File: src/rtl/fifo_test_sequencer.sv
// Phase controller for the asymmetric-width FIFO self-check demo: FILL -> DRAIN -> STREAM passes.
// Defining FIFO_SEQ_TIMEOUT_EN adds a FILL/DRAIN watchdog that forces ERROR after TIMEOUT_TICKS cycles.
module fifo_test_sequencer #(
    parameter int SYNC_STAGE    = 2,
    parameter int STREAM_TICKS  = 1024,
    parameter int BLINK_DIV_W   = 20,
    parameter int PASS_W        = 8,
    parameter int TIMEOUT_TICKS = 65535
) (
    input  logic              led_clk,
    input  logic              sys_rst,
    input  logic              pll_lock,
    input  logic              rst_busy,
    input  logic              prog_full,
    input  logic              empty,
    input  logic              rdata_error,
    output logic              wr_run,
    output logic              rd_run,
    output logic [2:0]        phase,
    output logic [PASS_W-1:0] pass_count,
    output logic              seq_error,
    output logic              led_status
);
    typedef enum logic [2:0] {
        IDLE     = 3'd0,
        WAIT_RDY = 3'd1,
        FILL     = 3'd2,
        DRAIN    = 3'd3,
        STREAM   = 3'd4,
        ERROR    = 3'd7
    } state_t;

    localparam int NUM_ASYNC = 5;
    localparam int TICK_W    = $clog2(STREAM_TICKS + 1);
    localparam logic [TICK_W-1:0] TICK_LAST = TICK_W'(STREAM_TICKS - 1);

    if (SYNC_STAGE < 2 || BLINK_DIV_W < 4 || STREAM_TICKS < 1 || TIMEOUT_TICKS < 1) begin : g_param_check
        $error("fifo_test_sequencer: parameter out of range");
    end

    logic [NUM_ASYNC-1:0]                 async_in;
    logic [NUM_ASYNC-1:0]                 sync_out;
    logic [SYNC_STAGE-1:0][NUM_ASYNC-1:0] sync_q, sync_d;
    logic                                 lock_s, busy_s, pfull_s, empty_s, rderr_s;

    state_t                 state_q, state_d;
    logic [TICK_W-1:0]      tick_q, tick_d;
    logic [PASS_W-1:0]      pass_q, pass_d;
    logic [BLINK_DIV_W-1:0] div_q, div_d;
    logic                   led_q, led_d;
    logic                   wr_q, wr_d, rd_q, rd_d, err_q, err_d;
    logic                   timeout;

    // Stage 0 samples the raw pins; the last stage feeds the state machine.
    assign async_in = {rdata_error, empty, prog_full, rst_busy, pll_lock};
    assign sync_out = sync_q[SYNC_STAGE-1];
    assign lock_s   = sync_out[0];
    assign busy_s   = sync_out[1];
    assign pfull_s  = sync_out[2];
    assign empty_s  = sync_out[3];
    assign rderr_s  = sync_out[4];

    always_comb begin
        sync_d = {sync_q[SYNC_STAGE-2:0], async_in};
    end

`ifdef FIFO_SEQ_TIMEOUT_EN
    localparam int TMR_W = $clog2(TIMEOUT_TICKS + 1);
    localparam logic [TMR_W-1:0] TMR_LAST = TMR_W'(TIMEOUT_TICKS - 1);

    logic [TMR_W-1:0] timer_q, timer_d;

    // Timer value equals cycles already spent in the current FILL/DRAIN visit.
    assign timeout = (state_q == FILL || state_q == DRAIN) && (timer_q == TMR_LAST);

    always_comb begin
        timer_d = '0;
        if ((state_q == FILL || state_q == DRAIN) && state_d == state_q) begin
            timer_d = timer_q + 1'b1;
        end
    end

    always_ff @(posedge led_clk or posedge sys_rst) begin
        if (sys_rst) begin
            timer_q <= '0;
        end else begin
            timer_q <= timer_d;
        end
    end
`else
    assign timeout = 1'b0;
`endif

    always_comb begin
        state_d = state_q;
        if (state_q != IDLE && rderr_s) begin
            state_d = ERROR;
        end else if (timeout) begin
            state_d = ERROR;
        end else if ((state_q == WAIT_RDY || state_q == FILL || state_q == DRAIN ||
                      state_q == STREAM) && !lock_s) begin
            state_d = IDLE;
        end else begin
            case (state_q)
                IDLE:     if (lock_s)           state_d = WAIT_RDY;
                WAIT_RDY: if (!busy_s)          state_d = FILL;
                FILL:     if (pfull_s)          state_d = DRAIN;
                DRAIN:    if (empty_s)          state_d = STREAM;
                STREAM:   if (tick_q == TICK_LAST) state_d = FILL;
                ERROR:                          state_d = ERROR;
                default:                        state_d = IDLE;
            endcase
        end
    end

    always_comb begin
        tick_d = '0;
        if (state_q == STREAM && state_d == STREAM) begin
            tick_d = tick_q + 1'b1;
        end

        pass_d = pass_q;
        if (state_q == STREAM && state_d == FILL && !(&pass_q)) begin
            pass_d = pass_q + 1'b1;
        end

        // Outputs decode the next state so they change on the same edge as the state register.
        wr_d  = (state_d == FILL)  || (state_d == STREAM);
        rd_d  = (state_d == DRAIN) || (state_d == STREAM);
        err_d = (state_d == ERROR);

        div_d = div_q + 1'b1;
        led_d = led_q;
        case (state_d)
            FILL, DRAIN, STREAM: if (&div_q) led_d = ~led_q;
            ERROR:               if (&div_q[BLINK_DIV_W-4:0]) led_d = ~led_q;
            default:             led_d = 1'b0;
        endcase
    end

    always_ff @(posedge led_clk or posedge sys_rst) begin
        if (sys_rst) begin
            sync_q  <= '0;
            state_q <= IDLE;
            tick_q  <= '0;
            pass_q  <= '0;
            div_q   <= '0;
            led_q   <= 1'b0;
            wr_q    <= 1'b0;
            rd_q    <= 1'b0;
            err_q   <= 1'b0;
        end else begin
            sync_q  <= sync_d;
            state_q <= state_d;
            tick_q  <= tick_d;
            pass_q  <= pass_d;
            div_q   <= div_d;
            led_q   <= led_d;
            wr_q    <= wr_d;
            rd_q    <= rd_d;
            err_q   <= err_d;
        end
    end

    assign phase      = state_q;
    assign wr_run     = wr_q;
    assign rd_run     = rd_q;
    assign seq_error  = err_q;
    assign pass_count = pass_q;
    assign led_status = led_q;

endmodule
File: config.mk
export PLATFORM = sky130hd
export DESIGN_NAME = fifo_test_sequencer
export DESIGN_NICKNAME = d
export VERILOG_FILES = /design/src/rtl/fifo_test_sequencer.sv
export SDC_FILE = /design/constraint.sdc
export NUM_CORES = 1
export LEC_CHECK = 0
export ABC_AREA = 1
export BUFFER_PORTS_ARGS = -buffer_cell sky130_fd_sc_hd__buf_4
export CORE_UTILIZATION = 50
export DETAILED_ROUTE_END_ITERATION = 10
export PLACE_DENSITY = 0.69
export SLEW_MARGIN = 20
export SYNTH_ARGS = -nofsm -noshare
export SYNTH_HDL_FRONTEND = slang
export SYNTH_SLANG_ARGS = --single-unit
File: constraint.sdc
create_clock -name led_clk -period 2.4 [get_ports led_clk]
set_input_delay 0.48 -clock led_clk [delete_from_list [all_inputs] [get_ports led_clk]]
set_output_delay 0.48 -clock led_clk [all_outputs]
set_load 0.05 [all_outputs]
Yosys cells after proc, flatten, opt, wreduce, memory -nomap -nowiden:

Index checks and enable logic that the tools add are counted.
Widths: inputs -> output; s select.

* register bits after elaboration: 56
* input bits: 7

* add/sub/neg operators: 3
* eq/ne operators: 12
* multiplexer cells: 12
* bitwise gates (word level): 1
* reduce and logical (&&, ||, !) cells: 19

Operators with widths (count)
* $mux 3: 7
* $add 20x1->20 const B: 1
* $reduce_and 20->1: 1
* $pmux 3 s6: 1
* $reduce_and 17->1: 1
* $eq 3x2->1 const B: 4
* $eq 3x3->1 const B: 4
* $add 11x1->11 const B: 1
* $eq 11x10->1 const B: 1
* $mux 11: 1
* $add 8x1->8 const B: 1
* $reduce_and 8->1: 1
* $logic_and 1x1->1: 5
* $logic_or 1x1->1: 5
* $eq 3x1->1 const B: 1
* $logic_not 3->1: 1
* $reduce_bool 3->1: 1
* $reduce_or 3->1: 1
* $logic_not 1->1: 2
* $mux 1: 2
* $ne 2x1->1 const B: 1
* $ne 2x2->1 const B: 1
* $pmux 1 s2: 1
* $reduce_and 2->1: 1
* $not 1->1: 1

Depth between registers and ports, before layout:

Gate-level depths: netlist (run 1).

* word-level depth: 11
* mapped depth: 14

Least setup slack after synthesis (run 1):

No wires, ideal clock.

* kind: flip-flop to flip-flop
* start point: reg state_q[2], in the netlist phase[2]
* end point: reg pass_q[6], in the netlist pass_count[6]
* setup time: 0.123 ns
* arrival: 1.790 ns
* data required time: 2.277 ns
* path slack: 0.486 ns
* cell stages (with the launch flop): 11
* buffers on the path: 0
* clock period less this slack: 1.914 ns
* cell sequence: dfrtp_1 -> inv_2 -> nor2_4 -> nand4_1 -> nand2_1 -> nand2_1 -> nor2_2 -> nand3_2 -> inv_2 -> nand2_1 -> xor2_1

* cells in the longest elaborated chain, start to end: 10
* elaborated cells on any way between the ends: 23
* those cells by class: eq/ne (6); mux (8); reduce/logical (9)

Ends and longest elaborated chain
* from (decl): line 46 `state_t state_q, state_d;`
* from (signal assigned): line 154 `state_q <= state_d;`
* $eq 3x1->1 or $eq 3x2->1 (tied branches): line 100, 104
* $logic_or 1x1->1 (3 in series): line 100 `end else if ((state_q == WAIT_RDY || state_q == FILL || state_q == DRAIN ||`
* $logic_and 1x1->1: line 101 `state_q == STREAM) && !lock_s) begin`
* $mux 3: line 100
* $mux 3: line 96 `if (state_q != IDLE && rderr_s) begin`
* $eq 3x2->1: line 123 `if (state_q == STREAM && state_d == FILL && !(&pass_q)) begin`
* $logic_and 1x1->1 (*) (2 in series): line 123
* to (signal assigned): line 156 `pass_q <= pass_d;`
* to (decl): line 48 `logic [PASS_W-1:0] pass_q, pass_d;`

Every way passes the cells marked *; elsewhere a longest branch is shown, timed or not.
A chain may end at the register's enable or synchronous reset.

Worst setup path after layout (run 1):

* start point: reg div_q[0]
* end point: reg led_q, in the netlist led_status

* cells in the longest elaborated chain, start to end: 3
* elaborated cells on any way between the ends: 5
* those cells by class: eq/ne (2); reduce/logical (3)

Ends and longest elaborated chain
* from (decl): line 49 `logic [BLINK_DIV_W-1:0] div_q, div_d;`
* from (signal assigned): line 157 `div_q <= div_d;`
* $reduce_and 20->1 or $reduce_and 17->1 (tied branches): line 135, 136
* $ne 2x2->1 (no source line) or $ne 2x1->1 (tied branches)
* $reduce_and 2->1 (no source line) (*)
* to (signal assigned): line 158 `led_q <= led_d;`
* to (decl): line 50 `logic led_q, led_d;`

Marked as above.

==> results.md, run 1 <==
- Slew @ Worst Pin: 0.5437 ns
- Total Nets Final: 305
- Period utilization: 81.07%
- Largest family of logic cells by synthesized area: simple AND/OR/NAND/NOR gates
- Die X: 72.34 um
- CTS Hold Bufs: 0
- P_sw: 0.9290 mW
- Core footprint: 4755 um^2
- Seq pwr share: 43.8%
- RR Endpoint: led_status$_DFFE_PP0P_
- Synth Area in Compound Gates: 3.642%
- FF+latch count, synth: 56
- WP data required: 2.61 ns
- Clock Skew: 0.01091 ns
- Crit path largest cell delay: 0.38 ns
- Critical-path cell list: ha_1, nand3_1, nor2_1, nand4_1, nor4_4, ha_1, inv_1, nand2_1, nand2_1, nand2_1, nand2_1
- Vias per cell: 4.796
- DR WL/cell: 10.88 um
- Routed Antenna Nets: 0
- P_int: 1.586 mW
- Clock Power Share: 25.5%
- CP delay by family, top: simple AND/OR/NAND/NOR gates
- Clock Latency Late Sink: 0.31 ns
- Synthesized area: 2474 um^2
- Final Slew Violations: 0
- First-pass GRT wire length: 6927 um
- Crit path max fanout: 4
- Synth Warn #: 0
- Worst r2r path cells: 11
- Final hold violation count: 0
- CTS Buf Count: 5
- I/O Buffers: 21
- # IOs: 22
- CP Capture Type: flip-flop
- Tmin final: 1.946 ns
- Mux share of post-synthesis cell area: 0%
- DP HPWL: 2901 um
- Critical Path Slowest Stage Cell: dfrtp_1
- Final Wtd Congestion: 0.8458
- Mean post-synth cell area: 9.334 um^2
- Status: completed
- Lkg Pwr: 1.449 nW
- Worst flop-to-flop path startpoint: div_q[0]$_DFF_PP0_
- Largest net degree at the start of global routing: 32
- CTS Root Cell: clkbuf_8
- Share of layout cells above drive strength 1: 12.88%
- Critical Path Start: div_q[0]$_DFF_PP0_
- Hold WC Path Type: primary input to async pin
- Slew margin rel.: 63.70%
- Syn Inst Count: 265
- Setup-failing EPs final: 0
- Die Ht: 72.34 um
- Clock tree buffer depth: 2
- Initial Util: 52.03%
- Sequential area share after synthesis: 56.65%
- Combinational share of power: 30.7%
- RSZ-0062 raised after global routing: no
- CTS resizes: 0
- Post-synthesis xor/xnor area fraction: 9.206%
- Initial antenna violation count: 0
- Area of the multi-input gates: 937.1 um^2
- Critical Path Sink: led_status$_DFFE_PP0P_
- Routed vias: 1736
- Total wire length: 3938 um
- GRT overflow: 0
- CTS tree: done
- Htree depth: 2
- Area Overhead vs Synth: 15.48%
- Sw frac: 36.93%
- Fill cell count: 423
- Setup TNS: 0 ns
- Most numerous cell on the critical path: nand2_1
- Vias in the first global route: 1660
- Rows: 25
- # Post-CTS Setup Buffers: 0
- Crit path depth: 11
- Max Clock Freq: 514.0 MHz
- Mapped Nets: 276
- Peak VDD IR: 0.0003297 V
- DR DRC count: 0
- Adder-Cell Fraction of Synth Area: 2.023%
- Iter 0 DRT Violations: 61
- Die area: 5232 um^2
- Simple-gate area share of the yosys netlist: 23.01%
- Sequential Area: 1401 um^2
- Cell Pwr Density: 880.6 nW/um^2
- Final design utilization: 60.08%
- WP buf/inv: 1
- Number of clock sinks: 56
- Total track usage: 17.21%
- Number of diodes: 0
- Crit Path Class: flip-flop to flip-flop
- Pre-Repair DR Iteration Count: 4
- Reg2reg setup slack: 0.45 ns
- Crit path DAT: 2.16 ns
- Clk pin slew, worst setup/hold paths: 0.10 ns
- Nature of the critical path startpoint: flip-flop
- Max Cap Viol: 0
- Yosys cell types: 25
## registers in the layout (all words and copies together), names as in the netlist
name	count
div_q	20
led_status	1
pass_count	8
phase	3
rd_run	1
seq_error	1
sync_d	5
sync_out	5
tick_q	11
wr_run	1
## cell families after synthesis
kind of cell / Yosys count
buffers and inverters: 36
flip-flops: 56
AND/OR/NAND/NOR: 127
XOR/XNOR: 26
adder cells (fa/ha/maj): 4
AO/OA/AOI/OAI: 16
## area by class of cell
class / count / area share [%]
clock buffers: 6 / 2.891
clock inverters: 2 / 1.358
inverters: 36 / 4.731
multi-input cells: 173 / 32.81
flip-flops and latches: 56 / 49.06
well taps: 67 / 2.935
repair buffers: 22 / 6.220
## worst min path at each step
| stage | start | end | slack [ns] | depth (start not counted) |
|---|---|---|---|---|
| after floorplan | sync_d[5]$_DFF_PP0_ | sync_out[0]$_DFF_PP0_ | 0.33 | 0 |
| after global placement | sync_d[8]$_DFF_PP0_ | sync_out[3]$_DFF_PP0_ | 0.33 | 0 |
| after detailed placement | sync_d[8]$_DFF_PP0_ | sync_out[3]$_DFF_PP0_ | 0.34 | 0 |
| after CTS | sys_rst | div_q[5]$_DFF_PP0_ | 0.23 | 2 |
| after global routing | sys_rst | div_q[5]$_DFF_PP0_ | 0.24 | 2 |
| final | sys_rst | phase[1]$_DFF_PP0_ | 0.21 | 2 |
## power by group through the flow
| stage | Sequential (mW) | Clock (mW) | Combinational (mW) |
|---|---|---|---|
| floorplan | 1.32 | 0 | 0.364 |
| global placement | 1.12 | 0 | 0.771 |
| detailed placement | 1.12 | 0 | 0.780 |
| CTS | 1.10 | 0.661 | 0.783 |
| global route | 1.11 | 0.700 | 0.861 |
| finish | 1.10 | 0.642 | 0.772 |
## cell usage in the layout (no fill, tap or decap)
cell       Yosys  final
dfrtp_1       56     56
buf_4          0     21
ha_1           4      4
nand3_1       17     17
o31ai_1        1      1
xor2_1        19     19
nand2_1       55     55
o21ai_1        2      2
bufinv_16      0      1
nor4_4         1      1
nor2_2         1      1
nor2_4         1      1
clkbuf_8       0      6
nand4_1        6      6
o211ai_1       1      1
nor2_1        34     34
buf_12         0      1
nor3b_1        2      2
o21ai_0        4      4
nand3_2        1      1
clkinv_4       0      1
nor3_1         6      6
inv_2          2      3
a21oi_1        6      6
a22oi_1        1      1
a21o_1         1      1
nand2_2        1      1
xnor2_1        7      7
nor4_1         2      2
inv_1         34     33
## metal layers
layer | routed length (um) | share of wire [%] | track usage (%) | vias to the layer above
met3 | 124 | 3.1 | 2.917 | 8
met5 | 0 | 0 | 0 | -
met1 | 1811 | 46 | 21.57 | 812
met4 | 89 | 2.3 | 9.150 | 0
met2 | 1913 | 49 | 28.56 | 22
li1 | - | - | - | 894
## Yosys cell counts
master    instances  share of area (%)
a21o_1            1               0.30
a21oi_1           6                1.2
a22oi_1           1               0.30
dfrtp_1          56                 57
ha_1              4                2.0
inv_1            34                5.2
inv_2             2               0.30
nand2_1          55                8.3
nand2_2           1               0.25
nand3_1          17                3.4
nand3_2           1               0.40
nand4_1           6                1.5
nor2_1           34                5.2
nor2_2            1               0.25
nor2_4            1               0.46
nor3_1            6                1.2
nor3b_1           2               0.61
nor4_1            2               0.51
nor4_4            1               0.86
o211ai_1          1               0.30
o21ai_0           4               0.81
o21ai_1           2               0.40
o31ai_1           1               0.30
xnor2_1           7                2.5
xor2_1           19                6.7
## through the flow
step	setup slack (ns)	total power, mW	cell area, um^2	std cells	hold slack, ns
2_1_floorplan	0.4864	1.689	2474	265	0.3312
3_3_place_gp	0.5008	1.892	2735	354	0.3337
3_5_place_dp	0.4424	1.902	2735	354	0.3364
4_1_cts	0.4361	2.547	2856	362	0.2332
5_1_grt	0.2005	2.675	2856	362	0.2432
6_report	0.4544	2.515	2856	362	0.2060
No activity file was read; power rests on OpenSTA's default activity.
==> run 2, diff against run 1 <==
- clock period: 2.4 -> 1.9 ns (I/O delays scaled with it)
==> run 2 against run 1 <==
Highest routed layer unchanged. First-iteration DRC count down 38%. Sequential share of layout area down 2.5 points. Core utilization increased by 3.4 points. Clock-buffer cell count shrank 1. Register-to-register slack worse by 0.42 ns. Final cell count is 3.9% higher. Sequential cell count unchanged.
==> results.md, run 2 (synthesis results as in run 1) <==
- Most numerous cell on the critical path: nand2_1
- Cell Pwr Density: 1066 nW/um^2
- Setup-failing EPs final: 0
- Dpl cell area: 2774 um^2
- Critical Path Slowest Stage Cell: dfrtp_1
- Post-place setup slack: 0.04511 ns
- CTS Hold Bufs: 0
- Most frequent cells in the layout: 54 x nand2_1, 53 x dfrtp_1, 34 x buf_4
- Period utilization: 98.20%
- Slew margin rel.: 72.92%
- Setup TNS: 0 ns
- Initial antenna violation count: 0
- Worst flop-to-flop path startpoint: div_q[0]$_DFF_PP0_
- Total track usage: 16.67%
- Die X: 72.34 um
- Final Slew Violations: 0
- Tmin final: 1.866 ns
- Number of clock sinks: 56
- Slew @ Worst Pin: 0.4024 ns
- Core footprint: 4755 um^2
- CP Capture Type: flip-flop
- Final hold violation count: 0
- Reg2reg setup slack: 0.03 ns
- Pre-Repair DR Iteration Count: 4
- GR Util met2: 28.04%
- Final design utilization: 63.50%
- Status: completed
- DP HPWL: 2920 um
- GRT overflow: 0
- Max Cap Viol: 0
- Number of diodes: 0
- Vias per cell: 4.790
- Crit path DAT: 2.08 ns
- CTS Root Cell: clkbuf_8
- CTS tree: done
- Vias in the first global route: 1637
- Met1 Use GR: 20.59%
- Max Clock Freq: 535.9 MHz
- Total Nets Final: 319
- Initial Util: 52.03%
- DR WL/cell: 11.28 um
- Iter 0 DRT Violations: 38
- Hold WC Path Type: primary input to async pin
- Clock Skew: 0.003387 ns
- Largest reg by FF count: div_q
- CP delay by family, top: simple AND/OR/NAND/NOR gates
- Total design power: 3.219 mW
- Die Ht: 72.34 um
- RR Endpoint: led_status$_DFFE_PP0P_
- DR DRC count: 0
- Rows: 25
- Crit path max fanout: 4
- Peak VDD IR: 0.0005393 V
- RSZ-0062 raised after global routing: yes
- Clock Latency Late Sink: 0.31 ns
- First-pass GRT wire length: 6762 um
- Clock tree buffer depth: 2
- Gr busiest metal: met2
- Die area: 5232 um^2
- Area Overhead vs Synth: 22.05%
- Final Wtd Congestion: 0.8374
- Final Instance Area: 3019 um^2
- Nature of the critical path startpoint: flip-flop
- Crit Path Class: flip-flop to flip-flop
- WP buf/inv: 1
- Critical Path Start: div_q[0]$_DFF_PP0_
- Lkg Pwr: 1.500 nW
- Share of layout cells above drive strength 1: 22.01%
- Largest net degree at the start of global routing: 57
- Worst r2r path cells: 11
- Routed vias: 1801
- Total wire length: 4243 um
- Critical-path cell list: ha_4, nand3_4, nor2_4, nand4_1, nor4_4, ha_2, inv_2, nand2_2, nand2_1, nand2_1, nand2_1
- WP data required: 2.11 ns
- Crit path largest cell delay: 0.41 ns
- Clk pin slew, worst setup/hold paths: 0.09 ns
- Largest register FFs: 20
- Setup ws final: 0.03413 ns
- Htree depth: 2
- I/O Buffers: 21
- CTS Buf Count: 5
- Commonest non-fill, non-tap cell in the layout: nand2_1
- Routed Antenna Nets: 0
- # IOs: 22
- Met3 usage: 4.722%
run 2: changes by cell type in the layout (fill, tap and decap cells not counted), moves of 2 or more:
cell | previous run | this run
buf_4 | 21 | 34
dfrtp_1 | 56 | 53
dfrtp_2 | 0 | 3
ha_1 | 4 | 2
nand2_2 | 1 | 3
nand3_1 | 17 | 15
nor2_1 | 34 | 28
nor2_2 | 1 | 5
nor2_4 | 1 | 3
run 2: how the worst max path moves through the flow:
| stage | cells after the start | end |
|---|---|---|
| after floorplan | 1 | phase[2]$_DFF_PP0_ |
| after global placement | 11 | led_status$_DFFE_PP0P_ |
| after detailed placement | 11 | led_status$_DFFE_PP0P_ |
| after CTS | 11 | led_status$_DFFE_PP0P_ |
| after global routing | 11 | led_status$_DFFE_PP0P_ |
| final | 11 | led_status$_DFFE_PP0P_ |
run 2: cell type report:
cell class | instances | area, um^2
sequential | 56 | 1405
fill | 440 | 1735
clock inverter | 3 | 42.54
inverter | 36 | 135.1
timing repair buffer | 35 | 275.3
clock buffer | 5 | 68.82
multi-input combinational | 174 | 1008
tap | 67 | 83.83
run 2: through the flow:
| step | hold slack, ns | std cells |
|---|---|---|
| floorplan | 0.3312 | 265 |
| global placement | 0.3328 | 359 |
| detailed placement | 0.3356 | 359 |
| CTS | 0.1184 | 367 |
| global route | 0.1170 | 376 |
| finish | 0.1066 | 376 |
run 2: worst min-delay path, cell delays in order:
cell and delay [ns]:
buf_4 0.11, inv_2 0.06, buf_12 0.26
run 2: repair_timing:
| item | 4_1_cts | 5_1_grt |
|---|---|---|
| buffers inserted | 0 | 8 |
| hold endpoints to repair | 0 | 0 |
| setup endpoints to repair | 0 | 13 |
| resized for setup | 0 | 20 |
run 2: layer usage:
metal | vias up | wire (um)
met3 | 7 | 123
met4 | 0 | 68
li1 | 924 | -
met1 | 850 | 1884
met5 | - | 0
met2 | 20 | 2167
run 2: power breakdown:
| part | internal (mW) | switching (mW) |
|---|---|---|
| clock network | 0.390 | 0.381 |
| registers | 1.29 | 0.105 |
| logic | 0.316 | 0.735 |
| total | 2.00 | 1.22 |
